<file path="src/rtl/edge_sched_pkg.sv">
// Shared types and helpers for the edge event scheduler.
// Holds the FSM state encoding, the counter-width limit and a constant clog2.
package edge_sched_pkg;

  typedef enum logic {
    S_IDLE,
    S_OFFER
  } state_t;

  // Widest pending counter the scheduler is meant to be built with.
  localparam int unsigned PW_MAX = 8;

  function automatic int unsigned clog2(input int unsigned n);
    int unsigned r;
    r = 0;
    for (int unsigned v = n - 1; v > 0; v = v >> 1) begin
      r++;
    end
    return r;
  endfunction

endpackage

</file>
<file path="src/rtl/edge_rr_pick.sv">
// Combinational round-robin picker: first requesting channel searching
// upward from (i_last+1) mod NCH, wrapping around.
module edge_rr_pick
  import edge_sched_pkg::*;
#(
  parameter int unsigned NCH = 4,
  parameter int unsigned CW  = clog2(NCH)
) (
  input  logic [NCH-1:0] i_req,
  input  logic [CW-1:0]  i_last,
  output logic           o_hit,
  output logic [CW-1:0]  o_idx
);

  always_comb begin : p_pick
    int unsigned c;
    o_hit = 1'b0;
    o_idx = '0;
    c     = 0;
    for (int unsigned k = 1; k <= NCH; k++) begin
      c = (32'(i_last) + k) % NCH;
      if (!o_hit && i_req[c[CW-1:0]]) begin
        o_hit = 1'b1;
        o_idx = c[CW-1:0];
      end
    end
  end

endmodule

</file>
<file path="src/rtl/edge_event_scheduler.sv">
// Merges per-channel edge pulses into pending counts and serves them
// round-robin as records on a single valid/ready channel.
module edge_event_scheduler
  import edge_sched_pkg::*;
#(
  parameter int unsigned NCH = 4,
  parameter int unsigned CW  = 2,
  parameter int unsigned PW  = 3
) (
  input  logic           clk,
  input  logic           reset,
  input  logic [NCH-1:0] pulse,
  input  logic [NCH-1:0] ch_en,
  output logic           ev_valid,
  input  logic           ev_ready,
  output logic [CW-1:0]  ev_ch,
  output logic [PW-1:0]  ev_count,
  output logic [NCH-1:0] ovf,
  input  logic [NCH-1:0] ovf_clr
);

  logic [PW-1:0]  r_pend [NCH];
  logic [NCH-1:0] r_ovf;
  state_t         r_state;
  logic [CW-1:0]  r_last;
  logic           r_ev_valid;
  logic [CW-1:0]  r_ev_ch;
  logic [PW-1:0]  r_ev_count;

  logic [NCH-1:0] w_req;
  logic [NCH-1:0] w_inc;
  logic [NCH-1:0] w_take;
  logic           w_hit;
  logic [CW-1:0]  w_idx;

  always_comb begin
    w_req  = '0;
    w_inc  = '0;
    w_take = '0;
    for (int unsigned i = 0; i < NCH; i++) begin
      w_req[i]  = (r_pend[i] != '0);
      w_inc[i]  = pulse[i] & ch_en[i];
      w_take[i] = (r_state == S_IDLE) && w_hit && (w_idx == CW'(i));
    end
  end

  edge_rr_pick #(
    .NCH (NCH),
    .CW  (CW)
  ) u_pick (
    .i_req  (w_req),
    .i_last (r_last),
    .o_hit  (w_hit),
    .o_idx  (w_idx)
  );

  // A pulse coinciding with the grant restarts the counter at 1, so nothing
  // is dropped there and the overflow flag is left alone.
  always_ff @(posedge clk or negedge reset) begin
    if (!reset) begin
      for (int unsigned i = 0; i < NCH; i++) begin
        r_pend[i] <= '0;
      end
      r_ovf <= '0;
    end else begin
      for (int unsigned i = 0; i < NCH; i++) begin
        if (w_take[i]) begin
          r_pend[i] <= PW'(w_inc[i]);
        end else if (w_inc[i] && (r_pend[i] != '1)) begin
          r_pend[i] <= r_pend[i] + PW'(1);
        end

        if (w_inc[i] && !w_take[i] && (r_pend[i] == '1)) begin
          r_ovf[i] <= 1'b1;
        end else if (ovf_clr[i]) begin
          r_ovf[i] <= 1'b0;
        end
      end
    end
  end

  always_ff @(posedge clk or negedge reset) begin
    if (!reset) begin
      r_state    <= S_IDLE;
      r_last     <= CW'(NCH - 1);
      r_ev_valid <= 1'b0;
      r_ev_ch    <= '0;
      r_ev_count <= '0;
    end else begin
      case (r_state)
        S_IDLE: begin
          if (w_hit) begin
            r_ev_ch    <= w_idx;
            r_ev_count <= r_pend[w_idx];
            r_ev_valid <= 1'b1;
            r_state    <= S_OFFER;
          end
        end
        S_OFFER: begin
          if (ev_ready) begin
            r_last     <= r_ev_ch;
            r_ev_valid <= 1'b0;
            r_state    <= S_IDLE;
          end
        end
        default: begin
          r_ev_valid <= 1'b0;
          r_state    <= S_IDLE;
        end
      endcase
    end
  end

  assign ev_valid = r_ev_valid;
  assign ev_ch    = r_ev_ch;
  assign ev_count = r_ev_count;
  assign ovf      = r_ovf;

endmodule
</file>
<file path="config.mk">
export PLATFORM = sky130hd
export DESIGN_NAME = edge_event_scheduler
export DESIGN_NICKNAME = d
export VERILOG_FILES = /design/src/rtl/edge_sched_pkg.sv /design/src/rtl/edge_rr_pick.sv /design/src/rtl/edge_event_scheduler.sv
export SDC_FILE = /design/constraint.sdc
export NUM_CORES = 1
export LEC_CHECK = 0
export CORE_MARGIN = 8
export CORE_UTILIZATION = 55
export CTS_BUF_LIST = sky130_fd_sc_hd__clkbuf_4 sky130_fd_sc_hd__clkbuf_8
export DETAILED_ROUTE_END_ITERATION = 8
export GPL_TIMING_DRIVEN = 0
export PLACE_DENSITY_LB_ADDON = 0.12
export SKIP_LAST_GASP = 1
export SLEW_MARGIN = 20
export SYNTH_ARGS = -nofsm -noshare
export SYNTH_HDL_FRONTEND = slang
export SYNTH_SLANG_ARGS = --single-unit
</file>
<file path="constraint.sdc">
create_clock -name clk -period 2.7 [get_ports clk]
set_input_delay 0.27 -clock clk [delete_from_list [all_inputs] [get_ports clk]]
set_output_delay 0.27 -clock clk [all_outputs]
set_load 0.01 [all_outputs]
</file>
Word-level counts from Yosys, hierarchy flattened

Index checks and enable logic that the tools add are counted.

Bits in registers: 25
Input bits: 15
Output and inout port bits: 10
Word-level logic and storage cells: 129

Add/subtract/negate cells: 8
Magnitude comparators: 5
Eq/ne operators: 13
Multiplexer cells: 41
Bitwise operators: 6
Reductions and logical operators: 43

Operators by type and width:

| cell                  | count |
|---|---|
| $mux W3               | 10 |
| $logic_and A1 B1 Y1   | 20 |
| $mux W1               | 20 |
| $reduce_bool A2 Y1    | 8 |
| $add A3 B1 Y3 const B | 4 |
| $eq A3 B3 Y1 const B  | 4 |
| $lt A2 B3 Y1 const B  | 4 |
| $ne A3 B3 Y1 const B  | 4 |
| $reduce_bool A3 Y1    | 4 |
| $bmux W1 S2           | 4 |
| $mux W2               | 4 |
| $logic_not A1 Y1      | 7 |
| $bmux W3 S2           | 1 |
| $reduce_and A2 Y1     | 3 |
| $add A2 B1 Y2 const B | 2 |
| $add A2 B2 Y2 const B | 2 |
| $and A1 B1 Y1         | 4 |
| $eq A2 B2 Y1 const B  | 2 |
| $ne A2 B2 Y1 const B  | 2 |
| $pmux W1 S2           | 2 |
| $ge A3 B3 Y1 const B  | 1 |
| $not A2 Y3            | 1 |
| $eq A2 B1 Y1 const B  | 1 |
| $logic_not A2 Y1      | 1 |
| $not A1 Y1            | 1 |

Longest topological paths before layout

Depth after elaboration: 19
Depth in mapped cells: 9
Depth with buffers taken out: 8

Cells and area by module

From an unflattened synthesis, not the netlist that was laid out.

Cell total of the unflattened synthesis: 138
Area total of the unflattened synthesis: 1463.9 µm²

By module, submodules not included:

| module               | times used | cells each | area each (µm²) |
|---|---|---|---|
| edge_event_scheduler | 1          | 124        | 1372.6 |
| edge_rr_pick         | 1          | 14         | 91.3 |

Least setup slack after synthesis

No wires, ideal clock.

Path kind: reg-to-reg
Start point: reg r_pend[0] in the netlist's numbering
End point: reg r_pend[6] in the netlist's numbering
Arrival time: 1.810 ns
Required time: 2.580 ns
Slack: 0.769 ns
Stages on the path, launching flop included: 9
Path buffers: 0
Path through: dfrtp_1 > inv_1 > ha_1 > nor2b_4 > o211a_1 > a221o_1 > nand2_2 > o21ai_2 > a41o_1

Word-level cells in the longest chain between the ends: 16
Elaborated cells between the ends (all ways): 28
Classes of those cells: 1 x eq/ne; 17 x mux; 10 x reduce/logical

RTL lines:

| item                                                | line                       | source |
|---|---|---|
| start, declared                                     | edge_event_scheduler.sv:22 | `logic [PW-1:0] r_pend [NCH];` |
| start signal, assigned by index                     | edge_event_scheduler.sv:68 | `r_pend[i] <= PW'(w_inc[i]);` |
| start signal, assigned by index                     | edge_event_scheduler.sv:70 | `r_pend[i] <= r_pend[i] + PW'(1);` |
| $reduce_bool A3 Y1 *                                | edge_event_scheduler.sv:41 | `w_req[i] = (r_pend[i] != '0);` |
| $bmux W1 S2                                         | edge_rr_pick.sv:22         | `if (!o_hit && i_req[c[CW-1:0]]) begin` |
| $mux W1 (not written as such)                       | edge_rr_pick.sv:22         |  |
| $mux W1                                             | edge_rr_pick.sv:22         |  |
| $logic_not A1 Y1                                    | edge_rr_pick.sv:22         |  |
| $logic_and A1 B1 Y1                                 | edge_rr_pick.sv:22         |  |
| $mux W1                                             | edge_rr_pick.sv:22         |  |
| $logic_not A1 Y1                                    | edge_rr_pick.sv:22         |  |
| $logic_and A1 B1 Y1                                 | edge_rr_pick.sv:22         |  |
| $mux W1                                             | edge_rr_pick.sv:22         |  |
| $logic_not A1 Y1                                    | edge_rr_pick.sv:22         |  |
| $logic_and A1 B1 Y1                                 | edge_rr_pick.sv:22         |  |
| $mux W2 or $mux W1 (tied branches)                  | edge_rr_pick.sv:22         |  |
| $eq A2 B1 Y1 or $logic_and A1 B1 Y1 (tied branches) | edge_event_scheduler.sv:43 | `w_take[i] = (r_state == S_IDLE) && w_hit && (w_idx == CW'(i));` |
| $logic_and A1 B1 Y1 *                               | edge_event_scheduler.sv:43 |  |
| $mux W3 or $reduce_bool A2 Y1 (tied branches)       | n/a                        |  |

Every way passes the cells marked *; elsewhere a longest branch is shown, timed or not. The select of a mux whose other input is x is not followed.
A chain may end at the register's enable or synchronous reset.

Worst setup path in the final report

Same ends and word-level chain as after synthesis.

==> impl_summary.log <==
[metrics] final setup TNS: 0 ps
[metrics] maximum count of clock buffers along a single path: 2
[metrics] number of antenna violations at the first check in global routing: 0
[metrics] setup violation total in the final timing report: 0
[metrics] category of the critical setup timing path: register to register
[metrics] setup repair after global routing missed its margin: no
[metrics] Vias: 1358
[metrics] instance area after placement: approximately 1900 µm²
[metrics] min Tclk post-route: 2146 ps
[metrics] die area: just under 5000 µm²
[metrics] vias in the first global route: 1444
[metrics] clk_lat worst skew: 330 ps
[metrics] NumNets Final: 226
[metrics] worst hold slack: 450.3 ps
[metrics] area share of the largest cell type after synthesis: 0.3574
[metrics] Yosys cell types: 46
[metrics] H-tree levels: 1
[metrics] 1st-iter DRT viols: 83
[metrics] Tightest Pin Transition: 565.1 ps
[metrics] sw frac: 0.4696
[metrics] final core utilization: 0.6910
[metrics] post-synthesis area per instance: about 9.5 µm²
[metrics] required time at the endpoint of the critical path: 2940 ps
[metrics] largest net degree at the start of global routing: 26
[metrics] library cell with the largest summed area after synthesis: dfrtp_1
[metrics] Combinational Power Share: 0.617
[metrics] Peak VDD IR: around 0.86 mV
[metrics] synthesized net count: 196
[metrics] largest fanout on the critical path: 7
[metrics] port bufs: 24
[metrics] Hold Vio Cnt, Final: 0
[metrics] clock share of power: 0.080
[metrics] initial standard-cell utilization of the core: 0.5789
[metrics] run status: complete, no violations
[metrics] cell area after layout: 1922 µm²
[metrics] number of slew-limit violations in the final report: 0
[metrics] Layout Skew: approximately 7.4 ps
[metrics] number of gates resized after cts: 0
[metrics] clock transition at the registers of the reported paths: 150 ps
[metrics] count of unresolved DRC violations after routing: 0
[metrics] total congestion overflow: 0
[metrics] drt first pass iters: 4
[metrics] HPWL reported at the end of detailed placement: between 2000 and 3000 µm
[metrics] Max-cap violations: 0
[metrics] Mapped Cells: 169
[metrics] via-per-instance ratio: 5.930
[metrics] FMAX: about 470 MHz
[metrics] commonest cells in the netlist: 25 x nand2_1, 23 x dfrtp_1, 14 x a21oi_1
[metrics] CTS tree: built
[metrics] first-pass GRT wire length: 6479 µm
[metrics] type of element capturing the critical path: register
[metrics] Post-synth top flop: dfrtp_1
[metrics] warnings from Yosys: 0
[metrics] combined area of all synthesized cells: 1610 µm²
[metrics] core area: 2781 µm²
[metrics] minimum setup slack after placement: 576.2 ps
[metrics] clock sink count: 25
[metrics] fill cell total of the finished layout: approximately 230
[metrics] worst hold-check path type: primary input to async pin
[metrics] number of enable flip-flop cells after synthesis: 0
[metrics] total net switching power: 1.029 mW
[metrics] Synth-to-Final Area Change: 19.35%
[metrics] cell at the root of the clock tree: clkbuf_4
[metrics] final weighted congestion of routability-driven global placement: 0.8110
[metrics] height of the die: roughly 70 µm
[metrics] final setup margin: 554.1 ps
[metrics] fraction of synthesis flops using an asynchronous set or reset pin: 1.000
[metrics] reported leakage power: 0.8400 nW
[metrics] Internal Pwr Total: 1.162 mW
[metrics] fraction of final layout cells sized beyond drive strength 1: 0.1364
[metrics] wire per inst: 16.07 µm
[metrics] portion of total power attributed to sequential cells: 0.303
[metrics] number of placement rows: 19
[metrics] boundary pin count: 25
[metrics] final cycle utilization of the critical path: 0.7948
[metrics] Total GRT Usage: 0.1573
[metrics] Horiz. Die Dim: 70.11 µm
[metrics] Antenna Cells: 0
[metrics] number of buffers created by CTS: 3
[metrics] wire length after detailed routing: 3679 µm
[metrics] count leader, synth: nand2_1
[metrics] crit path launch type: register
[metrics] ranking of synthesized cells by area: dfrtp_1 36%, ha_1 9.3%, nand2_1 5.8%
[metrics] data arrival time of the critical path: 2390 ps
[metrics] Power Density: between 1000 and 1500 nW/µm²
[metrics] number of nets with antenna violations after detailed routing: 0
[metrics] headroom to the max-slew limit: 0.6233
[metrics] sequential fraction of the synthesis area: 0.3901
[metrics] post-synthesis sequential element count: 25
## cell type report
class,count,area [µm²],area share
tap,31,38.79,0.02018
clock inverter,1,5.005,0.002604
clock buffer,3,22.52,0.01172
buffer,2,16.27,0.008464
sequential,25,628.1,0.3268
multi-input combinational,128,913.4,0.4753
timing repair buffer,25,245.2,0.1276
inverter,14,52.55,0.02734
## metal layers
metal,share of wire,wire length (µm),global-route usage
met1,0.44,1601,0.1792
met2,0.49,1812,0.2711
met3,0.057,208,0.04237
met4,0.015,56,0.06250
met5,0,0,0
## cells by family after synthesis
kind of cell             count (synthesis)  synth area share
multiplexers                             4           0.02642
AND/OR/NAND/NOR                         59            0.1974
adder cells (fa/ha/maj)                 12           0.09324
flip-flops                              25            0.3901
buffers and inverters                   16           0.04273
AO/OA/AOI/OAI                           53            0.2502
## sequential cells by signal, indices dropped and copies added, names as in the netlist
| signal | cells |
|---|---|
| r_last | 2 |
| ev_valid | 1 |
| ovf | 4 |
| r_state | 1 |
| ev_ch | 2 |
| r_pend | 12 |
| ev_count | 3 |
## placed cells by master, fill, tap and decap left out, types with 2 or more instances in the layout
cell              n
nor2_1           11
a21oi_1          14
mux2i_1           2
o21a_1            4
nand2b_1          2
nand2_1          25
buf_2             2
ha_1             12
nand3_1           7
a211oi_4          2
o21ai_1           2
o21ai_0          10
clkbuf_4          3
o221ai_1          3
dfstp_2           2
clkdlybuf4s50_1  23
o22ai_1           4
mux2_2            2
inv_1            13
dfrtp_1          23
o211ai_1          3
## power by group through the flow
stage / registers [mW] / logic [mW] / clock network, mW
6_report: 0.664 / 1.35 / 0.176
5_1_grt: 0.680 / 1.51 / 0.202
4_1_cts: 0.660 / 1.34 / 0.184
3_5_place_dp: 0.667 / 1.33 / 0
3_3_place_gp: 0.660 / 1.28 / 0
2_1_floorplan: 0.649 / 0.997 / 0
## worst paths after layout
path | from | end | slack [ps] | cells after the start
hold / removal | reset | r_pend[5] | 450 | 2
setup reg to reg | r_pend[0] | r_pend[6] | 550 | 8
min in group clk | ovf_clr[2] | ovf[2] | 490 | 2
max in group asynchronous | reset | r_last[0] | 1870 | 2
setup / recovery | r_pend[0] | r_pend[6] | 550 | 8
hold reg to reg | ev_valid | ev_valid | 510 | 1
## through the flow
step / cells / power, mW
after detailed placement: 224 / 1.997
after global routing: 229 / 2.389
final: 229 / 2.191
after global placement: 224 / 1.942
after floorplan: 169 / 1.646
after CTS: 228 / 2.186
## critical path, cell delays in order (launching register included)
cell	delay [ps]
dfrtp_1	460
inv_1	90
ha_1	240
nor2b_4	180
o211a_1	260
a221o_1	370
nand2_2	140
o21ai_2	80
a41o_1	250
## what timing repair did
item,in CTS,in global routing
hold endpoints to repair,0,23
hold buffers,0,1
endpoints found under the setup margin,0,0
buffers inserted,0,0
Power figures use the tool's default switching activity.
==> edit, RTL diff (same settings) <==
`CW`: 2 -> 1.
--- a/src/rtl/edge_event_scheduler.sv
+++ b/src/rtl/edge_event_scheduler.sv
@@ -6,3 +6,3 @@
   parameter int unsigned NCH = 4,
-  parameter int unsigned CW  = 2,
+  parameter int unsigned CW  = 1,
   parameter int unsigned PW  = 3
Interface: changed (resized ev_ch); port bits go from 25 to 24. No check against the original RTL was run, so the function may have changed too.
==> edit against the original RTL <==
Synthesized area down 24%. Die area down 19%. Sequential cell count down 2. Final area down 21%. Worst setup slack better by 0.33 ns. Routed wire length down 34%.
Power is not compared: it rests on default switching activity, and its combinational part moved more than twofold at a synthesized area within 25%.
==> edit: results <==
[route]
drt_iter0_drc = 16
num_vias = 948

[critical_path]
r2r-start = "r_pend[6]"
crit_start = "r_pend[6]"
end_kind = "flip-flop"
worstSetupEndpoint = "ev_count[1]"
cp_max_fo = 10
arrival_ns = 2.02
reg2reg_depth = 7
reg2reg_slack_ns = 0.88

[logic_synthesis]
synthMuxAreaShare = 0.0653
synth-compound-area-share = 0.173
avgSynthCellArea_um2 = 10.9
yosysSeqAreaShare = 0.470
ys_types = 31
synth.top_cells.by_count = "dfrtp_1, ha_1, nor2_1"
synthAdderAreaFrac = 0.102

[timing]
worst_pin_slew_ns = 0.506
fmax_mhz = 549
final.setup_skew_ns = 0.00167

[status]
status = "finished, final reports clean"

[finish]
fillerInstances = 162
nets = 166
layout-drive-gt1-share = 0.0929

[grt]
grt_max_degree = 24
grt_pass1_vias = 980
grtUsageTotal = 0.128
grt_pass1_wl_mm = 4.22

[place]
hpwl_mm = 1.89
gp_congestion = 0.773
postPlaceCellArea_um2 = 1490

[clock_tree]
cts_resized = 0
clk_pin_slew_ns = 0.12
[edit: changes by cell type after synthesis, sizes merged, moves of 3 or more]
| cell | change |
|---|---|
| and2 | +3 |
| a21boi | +3 |
| o221ai | -3 |
| o21ai | -11 |
| nand2 | -18 |
| mux2i | +6 |
| inv | -4 |
| nand3 | -5 |
| a21oi | -14 |
[edit: critical path, cell delays in order (launching register included)]
cell and delay, ns:
dfrtp_1 0.45, inv_1 0.07, ha_1 0.21, nor2b_1 0.14, buf_6 0.13, o211a_1 0.22
buf_6 0.14, a221o_1 0.35
[edit: metal layers]
layer  track usage  part of all wire
met1         0.139              0.43
met2         0.224              0.50
met3        0.0371             0.051
met4        0.0585             0.015
met5             0                 0
[edit: area by class of cell]
class | count | area, µm² | area share
multi-input combinational | 75 | 581 | 0.380
sequential | 23 | 577 | 0.378
timing repair buffer | 24 | 235 | 0.154
inverter | 10 | 37.5 | 0.0246
tap | 28 | 35.0 | 0.0230
buffer | 4 | 31.3 | 0.0205
clock buffer | 4 | 30.0 | 0.0197
